[config.mk]
export PLATFORM = sky130hd
export DESIGN_NAME = demux_fifo
export DESIGN_NICKNAME = d
export VERILOG_FILES = /design/src/rtl/demux_fifo.sv
export SDC_FILE = /design/constraint.sdc
export NUM_CORES = 1
export LEC_CHECK = 0
export ABC_AREA = 1
export BUFFER_PORTS_ARGS = -buffer_cell sky130_fd_sc_hd__buf_2
export CAP_MARGIN = 25
export CORE_MARGIN = 3
export CORE_UTILIZATION = 45
export DETAILED_ROUTE_END_ITERATION = 6
export HOLD_SLACK_MARGIN = 0.06
export SYNTH_ARGS = -nofsm -noshare
export SYNTH_HDL_FRONTEND = slang
export SYNTH_SLANG_ARGS = --single-unit
[constraint.sdc]
create_clock -name clk -period 3.5 [get_ports clk]
set_input_delay 0.525 -clock clk [delete_from_list [all_inputs] [get_ports clk]]
set_output_delay 0.525 -clock clk [all_outputs]
set_load 0.1 [all_outputs]
[src/rtl/demux_fifo.sv]
// Round-robin 1:2 demultiplexer feeding two show-ahead lane FIFOs.
// Words alternate lane 0 / lane 1; each lane has valid/pop, almost-full and reports pop-on-empty.

module demux_fifo_lane #(
  parameter int DATA_WIDTH = 4,
  parameter int DEPTH      = 4,
  parameter int AF_LEVEL   = 3
) (
  input  logic                  clk,
  input  logic                  reset_L,
  input  logic                  push_i,
  input  logic                  pop_i,
  input  logic [DATA_WIDTH-1:0] wdata_i,
  output logic [DATA_WIDTH-1:0] rdata_o,
  output logic                  valid_o,
  output logic                  full_o,
  output logic                  afull_o,
  output logic                  pop_err_o
);
  localparam int PW = $clog2(DEPTH);
  localparam int CW = PW + 1;
  localparam logic [CW-1:0] FULL_CNT = CW'(DEPTH);
  localparam logic [CW-1:0] AF_CNT   = CW'(AF_LEVEL);

  logic [DEPTH-1:0][DATA_WIDTH-1:0] mem_q;
  logic [PW-1:0] wr_ptr_q, wr_ptr_d, rd_ptr_q, rd_ptr_d;
  logic [CW-1:0] count_q, count_d;
  logic          do_push, do_pop;

  assign valid_o   = (count_q != '0);
  assign full_o    = (count_q == FULL_CNT);
  assign afull_o   = (count_q >= AF_CNT);
  assign rdata_o   = valid_o ? mem_q[rd_ptr_q] : '0;
  assign pop_err_o = pop_i & ~valid_o;

  // The top only raises push_i when this lane is not full.
  assign do_push = push_i;
  assign do_pop  = pop_i & valid_o;

  always_comb begin
    wr_ptr_d = wr_ptr_q;
    rd_ptr_d = rd_ptr_q;
    count_d  = count_q;
    if (do_push) wr_ptr_d = wr_ptr_q + PW'(1);
    if (do_pop)  rd_ptr_d = rd_ptr_q + PW'(1);
    case ({do_push, do_pop})
      2'b10:   count_d = count_q + CW'(1);
      2'b01:   count_d = count_q - CW'(1);
      default: count_d = count_q;
    endcase
  end

  always_ff @(posedge clk) begin
    if (!reset_L) begin
      wr_ptr_q <= '0;
      rd_ptr_q <= '0;
      count_q  <= '0;
    end else begin
      wr_ptr_q <= wr_ptr_d;
      rd_ptr_q <= rd_ptr_d;
      count_q  <= count_d;
    end
  end

  // Storage is not reset; writes in a reset cycle are dropped.
  always_ff @(posedge clk) begin
    if (reset_L && do_push) mem_q[wr_ptr_q] <= wdata_i;
  end
endmodule

module demux_fifo #(
  parameter int DATA_WIDTH = 4,
  parameter int DEPTH      = 4,
  parameter int AF_LEVEL   = 3
) (
  input  logic                  clk,
  input  logic                  reset_L,
  input  logic                  valid_in,
  input  logic [DATA_WIDTH-1:0] data_in,
  output logic                  ready_out,
  output logic                  lane_sel,
  input  logic                  pop_0,
  input  logic                  pop_1,
  output logic [DATA_WIDTH-1:0] data_out_0,
  output logic [DATA_WIDTH-1:0] data_out_1,
  output logic                  valid_out_0,
  output logic                  valid_out_1,
  output logic                  almost_full_0,
  output logic                  almost_full_1,
  output logic                  err
);
  localparam int NUM_LANES = 2;

  logic                                  lane_sel_q, lane_sel_d;
  logic                                  err_q, err_d;
  logic                                  accept;
  logic [NUM_LANES-1:0]                  push, pop, valid, full, afull, pop_err;
  logic [NUM_LANES-1:0][DATA_WIDTH-1:0]  rdata;

  assign pop       = {pop_1, pop_0};
  assign ready_out = ~full[lane_sel_q];
  assign accept    = valid_in & ready_out;

  genvar g;
  generate
    for (g = 0; g < NUM_LANES; g++) begin : g_lane
      assign push[g] = accept & (lane_sel_q == g[0]);
      demux_fifo_lane #(
        .DATA_WIDTH(DATA_WIDTH), .DEPTH(DEPTH), .AF_LEVEL(AF_LEVEL)
      ) u_lane (
        .clk      (clk),
        .reset_L  (reset_L),
        .push_i   (push[g]),
        .pop_i    (pop[g]),
        .wdata_i  (data_in),
        .rdata_o  (rdata[g]),
        .valid_o  (valid[g]),
        .full_o   (full[g]),
        .afull_o  (afull[g]),
        .pop_err_o(pop_err[g])
      );
    end
  endgenerate

  always_comb begin
    lane_sel_d = lane_sel_q ^ accept;
    err_d      = err_q | (valid_in & ~ready_out) | (|pop_err);
  end

  always_ff @(posedge clk) begin
    if (!reset_L) begin
      lane_sel_q <= 1'b0;
      err_q      <= 1'b0;
    end else begin
      lane_sel_q <= lane_sel_d;
      err_q      <= err_d;
    end
  end

  assign lane_sel      = lane_sel_q;
  assign err           = err_q;
  assign data_out_0    = rdata[0];
  assign data_out_1    = rdata[1];
  assign valid_out_0   = valid[0];
  assign valid_out_1   = valid[1];
  assign almost_full_0 = afull[0];
  assign almost_full_1 = afull[1];
endmodule

==> out/qor.csv <==
metric;value;unit
final hold vios;0;
ys flop type;edfxtp_1;
Final min period;2.28;ns
# rows;25;
Multi-input gate area;793;µm²
register area share after synthesis;56.9;%
clock sinks;48;
Max Cap Violations;0;
IO Port Bufs;23;
total track usage;14.6;%
Overflow after GRT;0;
IO Pins;24;
Async SR Flop Fraction;0;%
fin crit share;65.0;%
area grow syn2layout;11.4;%
GR Util met3;3.40;%
Total Routed Length;3870;µm
CTS buffer count;5;
critical path class;flip-flop to primary output;
CTS Root Cell;clkbuf_8;
drt first pass iters;4;
global-route wire length before repair;6730;µm
initial antenna violation count;0;
slowest stage delay, CP;0.56;ns
number of synthesized flops with an enable pin;32;
post-CTS sizing;0;
Die Area;0.00589;mm²
Initial Util;47.0;%
CP arrival;1.75;ns
Reg area;0.00128;mm²
Post-synth top cells;nor2_1 (56), inv_1 (35), edfxtp_1 (32);
most common cell in the netlist;nor2_1;
Nets;286;
Detailed Place HPWL;2870;µm
Syn Area/Cell;9.46;µm²
Post-CTS Hold Fix Bufs;0;
critical path peak fanout;11;
hold wc startpoint;valid_in;
Slew Viols, Final;0;
Hold Crit Class;input pin to flip-flop;
Max Root-Sink Buffers;2;
post-CTS setup repair buffer count;0;
GRT Max-Usage Layer;met2;
Worst-Skew Late Latency;0.30;ns
vias;1504;
H-tree Lvls;2;
Cells after Synth;238;
slowest CP cell;dfxtp_1;
Reg clk slew, reported paths;0.09;ns
Hold Path Depth;3;
Critical Path Most Common Cell;nor2_1;
CTS tree;yes;
Setup Viol. Count Final;0;
GR Layer Usage met1;18.0;%
cell taking the most area after synthesis;edfxtp_1;
Yosys cell types;22;
setup tns final;0;ns
Ant. Diodes;0;
worst-path cell chain;nor2_1 -> nor2_1 -> o21ai_0 -> a21oi_1 -> buf_2;
data required time of the critical path;2.97;ns
worst r2r path cells;15;
Max-slew headroom;67.8;%
total core area;0.00479;mm²
flop-to-flop setup slack;1.35;ns
GPL Wtd Cong;0.725;
#FFs+latches synth;48;
largest net degree at the start of global routing;16;
slew at the pin closest to its max-slew limit;0.487;ns
Die W;76.7;µm
fill cell count;446;
DRC viols;0;
crit end category;primary output;
WHS Endpoint;err$_SDFF_PN0_;
reg2reg end;g_lane[1].u_lane.count_q[2]$_SDFFE_PN0P_;
synth warn;0;
maximum clock frequency;0.440;GHz
Synth area leaders;edfxtp_1 (43%), dfxtp_1 (14%), nor2_1 (9.3%);
synthesized cell area;0.00225;mm²
vias in the first global route;1498;
Worst R2R Start;g_lane[0].u_lane.count_q[0]$_SDFFE_PN0P_;
DRT iter0 DRCs;95;
RSZ-0062 raised after global routing;no;
GR Layer Usage met2;25.1;%
Via density;4.54;
Setup Skew;0.00430;ns
Antenna Nets Post-Route;0;
status;finished clean;
layout cell share with drive strength beyond 1;16.3;%
syn nets;261;
Synth top area share;42.7;%
Die Ht;76.7;µm
Worst Setup Start Kind;flip-flop;
DR WL/cell;11.7;µm
cell type report:
| class | count | area share [%] |
|---|---|---|
| Clock buffer | 5 | 2.74 |
| Clock inverter | 3 | 0.749 |
| Inverter | 39 | 5.84 |
| Multi-Input combinational cell | 146 | 31.6 |
| Sequential cell | 48 | 51.1 |
| Tap cell | 67 | 3.34 |
| Timing Repair Buffer | 23 | 4.59 |
logic make-up (layout without fill, tap and decap cells):
family                   after synthesis  after routing  synth area share [%]
XOR/XNOR                               2              2                 0.778
AND/OR/NAND/NOR                       83             83                  15.4
flip-flops                            48             48                  56.9
adder cells (fa/ha/maj)               14             14                  8.45
AO/OA/AOI/OAI                         47             47                  10.6
buffers and inverters                 44             70                  7.84
critical path, delay by kind of cell, from the launching register on:
kind	cells	cell delay [ns]
flip-flops	1	0.56
buffers and inverters	1	0.45
AO/OA/AOI/OAI	2	0.26
AND/OR/NAND/NOR	2	0.18
worst max-delay path by stage:
stage	end	cells after the start	from	slack, ns
2_1_floorplan	almost_full_0	2	g_lane[0].u_lane.count_q[0]$_SDFFE_PN0P_	0.38
3_3_place_gp	g_lane[1].u_lane.count_q[2]$_SDFFE_PN0P_	14	valid_in	1.38
3_5_place_dp	g_lane[1].u_lane.count_q[2]$_SDFFE_PN0P_	14	valid_in	1.36
4_1_cts	data_out_1[2]	5	g_lane[1].u_lane.rd_ptr_q[0]$_SDFFE_PN0N_	1.19
5_1_grt	data_out_1[2]	5	g_lane[1].u_lane.rd_ptr_q[0]$_SDFFE_PN0N_	0.99
6_report	data_out_1[2]	5	g_lane[1].u_lane.rd_ptr_q[0]$_SDFFE_PN0N_	1.22
per-stage QoR:
stage	instances	utilization (%)	hold slack, ns	area (µm²)	setup slack [ns]
3_3_place_gp	323	50.6	0.470	2420	1.38
2_1_floorplan	238	-	0.454	2250	0.378
4_1_cts	331	52.4	0.474	2510	1.19
5_1_grt	331	52.4	0.481	2510	0.991
6_report	331	52.4	0.484	2510	1.22
3_5_place_dp	323	50.6	0.482	2420	1.36
registers in the layout, indices dropped and copies added, names as in the netlist:
name	flops
err	1
lane_sel	1
g_lane.u_lane.rd_ptr_q	4
g_lane.u_lane.wr_ptr_q	4
g_lane.u_lane.mem_q	32
g_lane.u_lane.count_q	6
per-layer routing:
metal,share of wire (%),vias up
met4,1.2,0
met1,47,662
li1,-,812
met2,48,25
met5,0,-
met3,3.7,5
cell usage in the layout, fill, tap and decap left out, drive strengths merged:
| cell type | instances |
|---|---|
| edfxtp | 32 |
| ha | 12 |
| nor2 | 58 |
| nand3 | 2 |
| buf | 23 |
| xor2 | 2 |
| inv | 39 |
| fa | 2 |
| clkbuf | 5 |
| dfxtp | 16 |
| clkinvlp | 2 |
| nand2 | 23 |
| clkinv | 1 |
| a21oi | 19 |
| o21ai | 28 |
Power is not shown: default switching activity piles up to over one toggle a cycle in this logic, so the estimate is an artifact.
